==> src/rtl/apb_arb_pkg.sv <==
// -----------------------------------------------------------------------------
// apb_arb_pkg
//   Shared types and defaults for the APB master front-end.
//   - apb_mstate_t : APB master sequencing states (IDLE -> SETUP -> ACCESS)
//   - DEF_*        : default parameter values for apb_master_arb
//   - idx_width()  : width of an index into an n-entry vector (at least 1 bit)
// -----------------------------------------------------------------------------
package apb_arb_pkg;

    typedef enum logic [1:0] {
        S_IDLE   = 2'd0,
        S_SETUP  = 2'd1,
        S_ACCESS = 2'd2
    } apb_mstate_t;

    localparam int DEF_NUM_REQ = 4;
    localparam int DEF_ADDR_W  = 32;
    localparam int DEF_DATA_W  = 32;
    localparam int DEF_TIMEOUT = 16;

    function automatic int idx_width(input int n);
        return (n > 1) ? $clog2(n) : 1;
    endfunction

endpackage

==> src/rtl/rr_arbiter.sv <==
// -----------------------------------------------------------------------------
// rr_arbiter
//   Purely combinational round-robin picker. The search starts at the
//   requester after last_grant and wraps, so last_grant itself has the lowest
//   priority. The owner of the design keeps the last_grant register.
//
//   Ports:
//     req        in   NUM_REQ  pending requests
//     last_grant in   IDX_W    index granted most recently
//     grant      out  NUM_REQ  one-hot winner (all zero when nothing pending)
//     grant_idx  out  IDX_W    binary index of the winner
//     any_grant  out  1        at least one request pending
// -----------------------------------------------------------------------------
module rr_arbiter #(
    parameter int NUM_REQ = 4,
    parameter int IDX_W   = 2
) (
    input  logic [NUM_REQ-1:0] req,
    input  logic [IDX_W-1:0]   last_grant,
    output logic [NUM_REQ-1:0] grant,
    output logic [IDX_W-1:0]   grant_idx,
    output logic               any_grant
);

    always_comb begin
        int               cand;
        logic [IDX_W-1:0] cand_idx;
        grant     = '0;
        grant_idx = '0;
        any_grant = 1'b0;
        cand      = 0;
        cand_idx  = '0;
        // Walk offsets 1..NUM_REQ from the pointer; offset NUM_REQ lands back
        // on last_grant, which therefore only wins when it is alone.
        for (int off = 1; off <= NUM_REQ; off++) begin
            cand = int'(last_grant) + off;
            if (cand >= NUM_REQ) begin
                cand = cand - NUM_REQ;
            end
            cand_idx = IDX_W'(cand);
            if (!any_grant && req[cand_idx]) begin
                any_grant       = 1'b1;
                grant_idx       = cand_idx;
                grant[cand_idx] = 1'b1;
            end
        end
    end

endmodule

==> src/rtl/apb_master_arb.sv <==
// -----------------------------------------------------------------------------
// apb_master_arb
//   Shares one APB bus between NUM_REQ local requesters. A round-robin winner
//   is accepted in S_IDLE, then driven through SETUP and ACCESS. The result
//   (read data or timeout error) is returned to the owner with a one-cycle
//   rsp_valid strobe. A wait-state counter aborts the transfer after TIMEOUT
//   consecutive ACCESS cycles with PREADY low.
//
//   Ports:
//     PCLK, PRESET            clock, asynchronous active-high reset
//     req_valid/write         per-requester request and direction
//     req_addr/req_wdata      packed per-requester address / write data
//     req_ready               one-hot acceptance strobe (combinational, S_IDLE)
//     rsp_valid               one-hot completion strobe, one cycle
//     rsp_rdata/rsp_err       response payload, held until the next response
//     PSEL/PENABLE/PWRITE/
//     PADDR/PWDATA            registered APB master outputs
//     PRDATA/PREADY           APB slave returns
// -----------------------------------------------------------------------------
module apb_master_arb
    import apb_arb_pkg::*;
#(
    parameter int NUM_REQ = DEF_NUM_REQ,
    parameter int ADDR_W  = DEF_ADDR_W,
    parameter int DATA_W  = DEF_DATA_W,
    parameter int TIMEOUT = DEF_TIMEOUT
) (
    input  logic                      PCLK,
    input  logic                      PRESET,
    input  logic [NUM_REQ-1:0]        req_valid,
    input  logic [NUM_REQ-1:0]        req_write,
    input  logic [NUM_REQ*ADDR_W-1:0] req_addr,
    input  logic [NUM_REQ*DATA_W-1:0] req_wdata,
    output logic [NUM_REQ-1:0]        req_ready,
    output logic [NUM_REQ-1:0]        rsp_valid,
    output logic [DATA_W-1:0]         rsp_rdata,
    output logic                      rsp_err,
    output logic                      PSEL,
    output logic                      PENABLE,
    output logic                      PWRITE,
    output logic [ADDR_W-1:0]         PADDR,
    output logic [DATA_W-1:0]         PWDATA,
    input  logic [DATA_W-1:0]         PRDATA,
    input  logic                      PREADY
);

    localparam int IDX_W = idx_width(NUM_REQ);
    localparam int CNT_W = $clog2(TIMEOUT + 1);

    // -------------------------------------------------------------------------
    // Unpack the flat request buses
    // -------------------------------------------------------------------------
    logic [ADDR_W-1:0] req_addr_arr  [NUM_REQ];
    logic [DATA_W-1:0] req_wdata_arr [NUM_REQ];

    genvar gi;
    generate
        for (gi = 0; gi < NUM_REQ; gi++) begin : g_unpack
            assign req_addr_arr[gi]  = req_addr[gi*ADDR_W +: ADDR_W];
            assign req_wdata_arr[gi] = req_wdata[gi*DATA_W +: DATA_W];
        end
    endgenerate

    // -------------------------------------------------------------------------
    // State
    // -------------------------------------------------------------------------
    apb_mstate_t          state_reg,      state_next;
    logic [IDX_W-1:0]     last_grant_reg, last_grant_next;
    logic [CNT_W-1:0]     wait_cnt_reg,   wait_cnt_next;
    logic                 psel_reg,       psel_next;
    logic                 penable_reg,    penable_next;
    logic                 pwrite_reg,     pwrite_next;
    logic [ADDR_W-1:0]    paddr_reg,      paddr_next;
    logic [DATA_W-1:0]    pwdata_reg,     pwdata_next;
    logic [NUM_REQ-1:0]   rsp_valid_reg,  rsp_valid_next;
    logic [DATA_W-1:0]    rsp_rdata_reg,  rsp_rdata_next;
    logic                 rsp_err_reg,    rsp_err_next;

    // -------------------------------------------------------------------------
    // Arbitration
    // -------------------------------------------------------------------------
    logic [NUM_REQ-1:0] arb_grant;
    logic [IDX_W-1:0]   arb_idx;
    logic               arb_any;

    rr_arbiter #(
        .NUM_REQ (NUM_REQ),
        .IDX_W   (IDX_W)
    ) u_rr_arbiter (
        .req        (req_valid),
        .last_grant (last_grant_reg),
        .grant      (arb_grant),
        .grant_idx  (arb_idx),
        .any_grant  (arb_any)
    );

    // Acceptance is only offered in S_IDLE; it is masked while reset is held
    // so no requester believes it was accepted by a design that is in reset.
    assign req_ready = (state_reg == S_IDLE && !PRESET) ? arb_grant : '0;

    // -------------------------------------------------------------------------
    // Next-state and registered-output logic
    // -------------------------------------------------------------------------
    always_comb begin
        state_next      = state_reg;
        last_grant_next = last_grant_reg;
        wait_cnt_next   = wait_cnt_reg;
        psel_next       = psel_reg;
        penable_next    = penable_reg;
        pwrite_next     = pwrite_reg;
        paddr_next      = paddr_reg;
        pwdata_next     = pwdata_reg;
        rsp_valid_next  = '0;
        rsp_rdata_next  = rsp_rdata_reg;
        rsp_err_next    = rsp_err_reg;

        case (state_reg)
            S_IDLE: begin
                if (arb_any) begin
                    state_next      = S_SETUP;
                    last_grant_next = arb_idx;
                    pwrite_next     = req_write[arb_idx];
                    paddr_next      = req_addr_arr[arb_idx];
                    pwdata_next     = req_wdata_arr[arb_idx];
                    psel_next       = 1'b1;
                    penable_next    = 1'b0;
                end
            end

            S_SETUP: begin
                state_next   = S_ACCESS;
                penable_next = 1'b1;
            end

            S_ACCESS: begin
                if (PREADY) begin
                    state_next                     = S_IDLE;
                    psel_next                      = 1'b0;
                    penable_next                   = 1'b0;
                    wait_cnt_next                  = '0;
                    rsp_valid_next[last_grant_reg] = 1'b1;
                    rsp_rdata_next                 = pwrite_reg ? '0 : PRDATA;
                    rsp_err_next                   = 1'b0;
                end else if (wait_cnt_reg == CNT_W'(TIMEOUT - 1)) begin
                    // This is the TIMEOUT-th stalled ACCESS cycle: give up.
                    state_next                     = S_IDLE;
                    psel_next                      = 1'b0;
                    penable_next                   = 1'b0;
                    wait_cnt_next                  = '0;
                    rsp_valid_next[last_grant_reg] = 1'b1;
                    rsp_rdata_next                 = '0;
                    rsp_err_next                   = 1'b1;
                end else begin
                    wait_cnt_next = wait_cnt_reg + CNT_W'(1);
                end
            end

            default: begin
                state_next   = S_IDLE;
                psel_next    = 1'b0;
                penable_next = 1'b0;
            end
        endcase
    end

    always_ff @(posedge PCLK or posedge PRESET) begin
        if (PRESET) begin
            state_reg      <= S_IDLE;
            last_grant_reg <= IDX_W'(NUM_REQ - 1);
            wait_cnt_reg   <= '0;
            psel_reg       <= 1'b0;
            penable_reg    <= 1'b0;
            pwrite_reg     <= 1'b0;
            paddr_reg      <= '0;
            pwdata_reg     <= '0;
            rsp_valid_reg  <= '0;
            rsp_rdata_reg  <= '0;
            rsp_err_reg    <= 1'b0;
        end else begin
            state_reg      <= state_next;
            last_grant_reg <= last_grant_next;
            wait_cnt_reg   <= wait_cnt_next;
            psel_reg       <= psel_next;
            penable_reg    <= penable_next;
            pwrite_reg     <= pwrite_next;
            paddr_reg      <= paddr_next;
            pwdata_reg     <= pwdata_next;
            rsp_valid_reg  <= rsp_valid_next;
            rsp_rdata_reg  <= rsp_rdata_next;
            rsp_err_reg    <= rsp_err_next;
        end
    end

    assign PSEL      = psel_reg;
    assign PENABLE   = penable_reg;
    assign PWRITE    = pwrite_reg;
    assign PADDR     = paddr_reg;
    assign PWDATA    = pwdata_reg;
    assign rsp_valid = rsp_valid_reg;
    assign rsp_rdata = rsp_rdata_reg;
    assign rsp_err   = rsp_err_reg;

endmodule

==> config.mk <==
export PLATFORM = sky130hd
export DESIGN_NAME = apb_master_arb
export DESIGN_NICKNAME = d
export VERILOG_FILES = /design/src/rtl/apb_arb_pkg.sv /design/src/rtl/rr_arbiter.sv /design/src/rtl/apb_master_arb.sv
export SDC_FILE = /design/constraint.sdc
export NUM_CORES = 1
export LEC_CHECK = 0
export ABC_AREA = 1
export CAP_MARGIN = 20
export CORE_AREA = 2 2 158 160
export CTS_BUF_LIST = sky130_fd_sc_hd__clkbuf_8
export DETAILED_ROUTE_END_ITERATION = 10
export DIE_AREA = 0 0 160 162
export GPL_ROUTABILITY_DRIVEN = 1
export PLACE_DENSITY = 0.76
export SLEW_MARGIN = 20
export SYNTH_ARGS = -nofsm -noshare
export SYNTH_HDL_FRONTEND = slang
export SYNTH_SLANG_ARGS = --single-unit
export TNS_END_PERCENT = 1
==> constraint.sdc <==
create_clock -name PCLK -period 5.85 [get_ports PCLK]
set_clock_uncertainty 0.1 [all_clocks]
set_input_delay 1.17 -clock PCLK [delete_from_list [all_inputs] [get_ports PCLK]]
set_output_delay 1.17 -clock PCLK [all_outputs]
set_load 0.02 [all_outputs]
==> flow_summary.yaml, run 1 <==
outcome:
  outcome: "finished, final reports clean"
final_layout:
  layout_commonest_cell: "nand2_1"
  drive_gt1_frac: 0.03115
  fin_nets: 1940
  synthToLayoutAreaGrowth_pct: 54.92
  diodes: 0
  mostFrequentLayoutCells: "450 x nand2_1, 406 x clkdlybuf4s50_1, 287 x nand3_1"
timing:
  maxSlewViolCount: 0
  worstMarginPinSlew_ps: 964.9
  grt_setup_unrepaired: "false"
  post-route-min-period_ps: 4611
  max_freq_mhz: 216.9
  hold_viol: 0
  finalWorstSetupSlack_ps: 1239
  slew_headroom: 0.3567
  fin_crit_sh: 0.7882
  tns_ps: 0
  setup_viol: 0
yosys:
  yosysWarnings: 0
  synth_cell_types: 31
  synth_area_leaders: "dfrtp_1 34%, nand2_1 21%, nand3_1 18%, inv_1 12%, or2_1 2.3%"
  ys_seq_area_frac: 0.3512
  synth-seq-cells: 112
  synth_largest_area_cell: "dfrtp_1"
  syn_inst: 1278
  syn_area_per_cell_um2: 6.250
  yosysTopAreaCellShare: 0.3446
  syn_nets: 1586
  syn-cell-area_um2: 7988
clock_network:
  cts_resized: 0
  cts_sinks: 112
  post_cts_buffers: 0
  holdBufCountCts: 0
  clockBufferDepth: 2
  clk_latency_ps: 380
  clkTransAtPathRegs_ps: 120
  cts_tree: "done"
  root_buffer: "clkbuf_8"
  h-tree-depth: 3
  cts_buffers: 9
grt:
  grt_usage: 0.2184
  antenna_found_initial: 0
  gr-total-overflow: 0
  grt_pass1_vias: 8809
  grt_max_degree: 84
  grt_pass1_wl_um: 45570
worst_setup_path:
  end_kind: "primary output"
  cp_num_buf_inv: 3
  path_class: "in -> out"
  r2r_slack_ps: 1550
  crit_chain: "clkdlybuf4s50_1, nand2_1, nand3_1, nand2_2, nor2_1, nand2_1, o21ai_0, a21oi_1, o21ai_0, nand2_1, inv_1, clkdlybuf4s50_1"
  cp_top_family: "buffers and inverters"
  critPathArrivalTime_ps: 3340
  worst_path_most_repeated_cell: "nand2_1"
  crit_fanout: 6
  start_kind: "input port"
  critPathRequiredTime_ps: 4580
  crit_path_top_delay_cell: "clkdlybuf4s50_1"
  max_stage_delay_ps: 600
drt:
  drt_wl_total_um: 28620
  final_antenna_net_count: 0
  routed_via_density: 4.620
  via_count: 9059
  drtPass1Iterations: 5
  wl_per_cell_um: 14.60
  drtIter0Drc: 567
  drc: 0
power_and_ir_drop:
  swShare: 0.5611
  switching_power_mw: 4.301
  p_seq_frac: 0.176
  p_int_mw: 3.364
  irDropWorstVdd_mv: 0.4295
  static-leakage-power_nw: 6.611
  combPwrFrac: 0.759
  clock_power_share: 0.065
  power_density_nw_per_um2: 619.5
hold_path:
  hp-class: "reg -> reg"
place:
  post-place-ws_ps: 1004
  place_congestion: 0.9150
  dp_hpwl_um: 21430
  port_buffers: 406
die:
  dieArea_um2: 25920
  io_pins: 407
  die_y_um: 162
  coreArea_um2: 24110
  row_count: 57
  start_util: 0.3314
  die_w_um: 160
flow_run:
  maxCapViolCount: 0
==> cells in the mapped netlist <==
cell type  count
dfrtp_1      110
a21oi_1        7
ha_1           9
dfstp_2        2
nand4_1        1
o21ai_1        1
a22oi_1        1
a21oi_4        1
o21ai_0       10
inv_1        254
nand2_1      450
buf_2         29
inv_2          2
or2_0          2
nor2_1        19
buf_1          4
o21ai_2        1
nand3_2        3
buf_4          3
or2_1         30
nand4_2        1
nor2_4         2
buf_6         13
nand2_4        4
nand3_1      287
clkbuf_1      24
o22ai_1        1
a21boi_0       1
nand2_2        3
inv_4          2
xor2_1         1
==> cell families after synthesis <==
family,count (synthesis),synth area share
AND/OR/NAND/NOR,802,0.4422
XOR/XNOR,1,0.001097
adder cells (fa/ha/maj),9,0.01410
buffers and inverters,331,0.1743
AO/OA/AOI/OAI,23,0.01708
flip-flops,112,0.3512
==> tightest hold or removal path: cells and delay by family, from the launching register on <==
| family | cells | cell delay [ps] |
|---|---|---|
| flops | 1 | 370 |
| simple gates | 2 | 100 |
==> area by class of cell <==
type	instances	area [µm²]
timing repair buffer	416	4164
multi-input combinational	835	3811
sequential	112	2805
inverter	258	975.9
fill	2388	11730
clock buffer	9	123.9
clock inverter	7	88.84
tap	324	405.4
==> power by group through the flow <==
stage / Sequential (mW) / Combinational [mW] / Clock (mW)
after CTS: 1.35 / 5.87 / 0.521
after detailed placement: 1.35 / 5.87 / 0
after global placement: 1.35 / 5.76 / 0
after floorplan: 1.67 / 3.89 / 0
after global routing: 1.39 / 6.55 / 0.550
final: 1.35 / 5.82 / 0.496
==> final timing paths <==
path	start	to	cells past startpoint
max	req_valid[1]	req_ready[0]	12
max reg2reg	last_grant_reg[0]	PADDR[5]	10
min	PWDATA[4]	PWDATA[4]	2
min in group asynchronous	PRESET	PWDATA[14]	2
max in group asynchronous	PRESET	last_grant_reg[0]	4
min reg2reg	PWDATA[4]	PWDATA[4]	2
==> per-layer routing <==
metal	global-route usage	up-vias	routed length (µm)
met4	0.08395	0	952
met3	0.04162	58	2096
met2	0.3762	360	14050
li1	-	4554	-
met5	0	-	0
met1	0.2719	4087	11520
==> per-stage QoR <==
| step | utilization | instance area [µm²] | hold WS (ps) | power (mW) | std cells |
|---|---|---|---|---|---|
| global placement | 0.5037 | 12140 | 360.9 | 7.113 | 1944 |
| floorplan | - | 7988 | 375.3 | 5.558 | 1278 |
| finish | 0.5133 | 12370 | 392.0 | 7.666 | 1961 |
| CTS | 0.5125 | 12350 | 395.6 | 7.747 | 1960 |
| detailed placement | 0.5037 | 12140 | 364.3 | 7.222 | 1944 |
| global route | 0.5133 | 12370 | 410.0 | 8.491 | 1961 |
Note: power is estimated with default switching activity, not from simulation.
==> run 2: changes to the inputs <==
CORE_AREA = 2 2 159 161   (was 2 2 158 160)
DIE_AREA = 0 0 161 163   (was 0 0 160 162)
clock period = 4.4 ns   (was 5.85 ns; I/O delays follow)
==> flow_summary.yaml, run 2 (same netlist as run 1, synthesis figures left out) <==
worst_setup_path:
  crit_fanout: 8
  start_kind: "register"
  path_class: "reg -> out"
  critPathRequiredTime_ps: 3420
  critPathArrivalTime_ps: 3110
  rr_endpoint: "PADDR[15]"
  r2r-start: "last_grant_reg[1]"
  worst_r2r_path_depth: 13
  r2r_slack_ps: 1180
  end_kind: "primary output"
clock_network:
  cts_tree: "done"
  clk_latency_ps: 390
  root_buffer: "clkbuf_8"
  holdBufCountCts: 0
  cts_buffers: 9
  clockBufferDepth: 2
  cts_sinks: 112
  h-tree-depth: 3
  clkTransAtPathRegs_ps: 130
final_layout:
  synthToLayoutAreaGrowth_pct: 56.52
  fin_area_um2: 12500
  layout_commonest_cell: "nand2_1"
  fin_nets: 1948
  mostFrequentLayoutCells: "449 x nand2_1, 406 x clkdlybuf4s50_1, 287 x nand3_1"
  drive_gt1_frac: 0.03708
timing:
  tns_ps: 0
  finalWorstSetupSlack_ps: 313.8
  grt_setup_unrepaired: "false"
  hold_viol: 0
  post-route-min-period_ps: 4086
  worstMarginPinSlew_ps: 813.5
  slew_headroom: 0.4577
  fin_crit_sh: 0.9287
  setup_viol: 0
  max_freq_mhz: 244.7
  maxSlewViolCount: 0
place:
  dp_hpwl_um: 21880
  port_buffers: 406
  place_congestion: 0.9858
  post-place-ws_ps: 376.2
  place_area_um2: 12240
power_and_ir_drop:
  irDropWorstVdd_mv: 0.7306
  power.total_mw: 10.42
  static-leakage-power_nw: 6.665
  power_density_nw_per_um2: 833.8
hold_path:
  hp-class: "reg -> reg"
  hp-start: "PWDATA[4]"
  min_to: "PWDATA[4]"
  hold_depth: 2
grt:
  grt_usage: 0.2165
  grt_pass1_vias: 8887
  grt_max_degree: 100
  antenna_found_initial: 1
  grt_pass1_wl_um: 45640
  gr-total-overflow: 0
die:
  dieArea_um2: 26240
  io_pins: 407
  start_util: 0.3237
  coreArea_um2: 24670
  die_y_um: 163
  die_w_um: 161
  row_count: 58
drt:
  drtPass1Iterations: 5
  final_antenna_net_count: 0
  via_count: 9177
  routed_via_density: 4.644
  drt_wl_total_um: 28970
  drc: 0
  drtIter0Drc: 643
  wl_per_cell_um: 14.66
outcome:
  outcome: "finished, final reports clean"
flow_run:
  maxCapViolCount: 0
run 2: changes by cell type in the layout (fill, tap and decap cells not counted), moves of 2 or more:
cell | previous run | this run
buf_4 | 8 | 13
inv_8 | 2 | 0
buf_12 | 2 | 5
inv_12 | 0 | 2
run 2: area by class of cell:
class / instances / area (µm²)
diodes: 1 / 2.502
clock buffers: 9 / 123.9
clock inverters: 7 / 91.34
fillers: 2423 / 12170
inverters: 258 / 975.9
multi-input cells: 835 / 3829
flip-flops and latches: 112 / 2805
well taps: 330 / 412.9
repair buffers: 424 / 4262
run 2: critical path, stage by stage (launching register included):
cell,delay [ps]
dfstp_2,620
inv_1,190
ha_4,350
inv_1,70
nand2_2,90
nand2_4,70
inv_4,100
nand3_2,110
nor2_1,120
inv_1,80
o21ai_0,190
nand2_1,80
inv_1,60
clkdlybuf4s50_1,590
run 2: worst max-delay path by stage:
stage                            startpoint           end  slack (ps)  cells after the start
after floorplan                      PRESET      PADDR[0]         460                      1
after global placement         req_valid[2]  req_ready[3]         490                     13
after detailed placement       req_valid[1]  req_ready[3]         380                     12
after CTS                 last_grant_reg[0]  req_ready[3]         100                     12
after global routing      last_grant_reg[1]  req_ready[3]          70                     13
final                     last_grant_reg[1]  req_ready[3]         310                     13
run 2: timing repair:
item	in CTS	in global routing
setup buffers	0	3
gates resized for setup	0	3
endpoints found under the setup margin	0	3
run 2: report_power, final:
| group | internal [mW] | switching [mW] |
|---|---|---|
| Sequential | 1.51 | 0.250 |
| Clock | 0.238 | 0.443 |
| Combinational | 2.87 | 5.12 |
| Total | 4.61 | 5.81 |
run 2: metrics by stage:
| stage | hold slack (ps) | utilization | std cells |
|---|---|---|---|
| floorplan | 375.3 | - | 1278 |
| global placement | 360.6 | 0.4962 | 1956 |
| detailed placement | 364.4 | 0.4962 | 1956 |
| CTS | 395.6 | 0.5050 | 1972 |
| global route | 416.9 | 0.5067 | 1976 |
| finish | 391.3 | 0.5067 | 1976 |
run 2: metal layers:
layer / track usage / part of all wire / vias to the layer above
met5: 0 / 0 / -
met4: 0.1075 / 0.046 / 0
met3: 0.03234 / 0.055 / 79
met2: 0.3740 / 0.49 / 338
met1: 0.2641 / 0.41 / 4186
li1: - / - / 4574
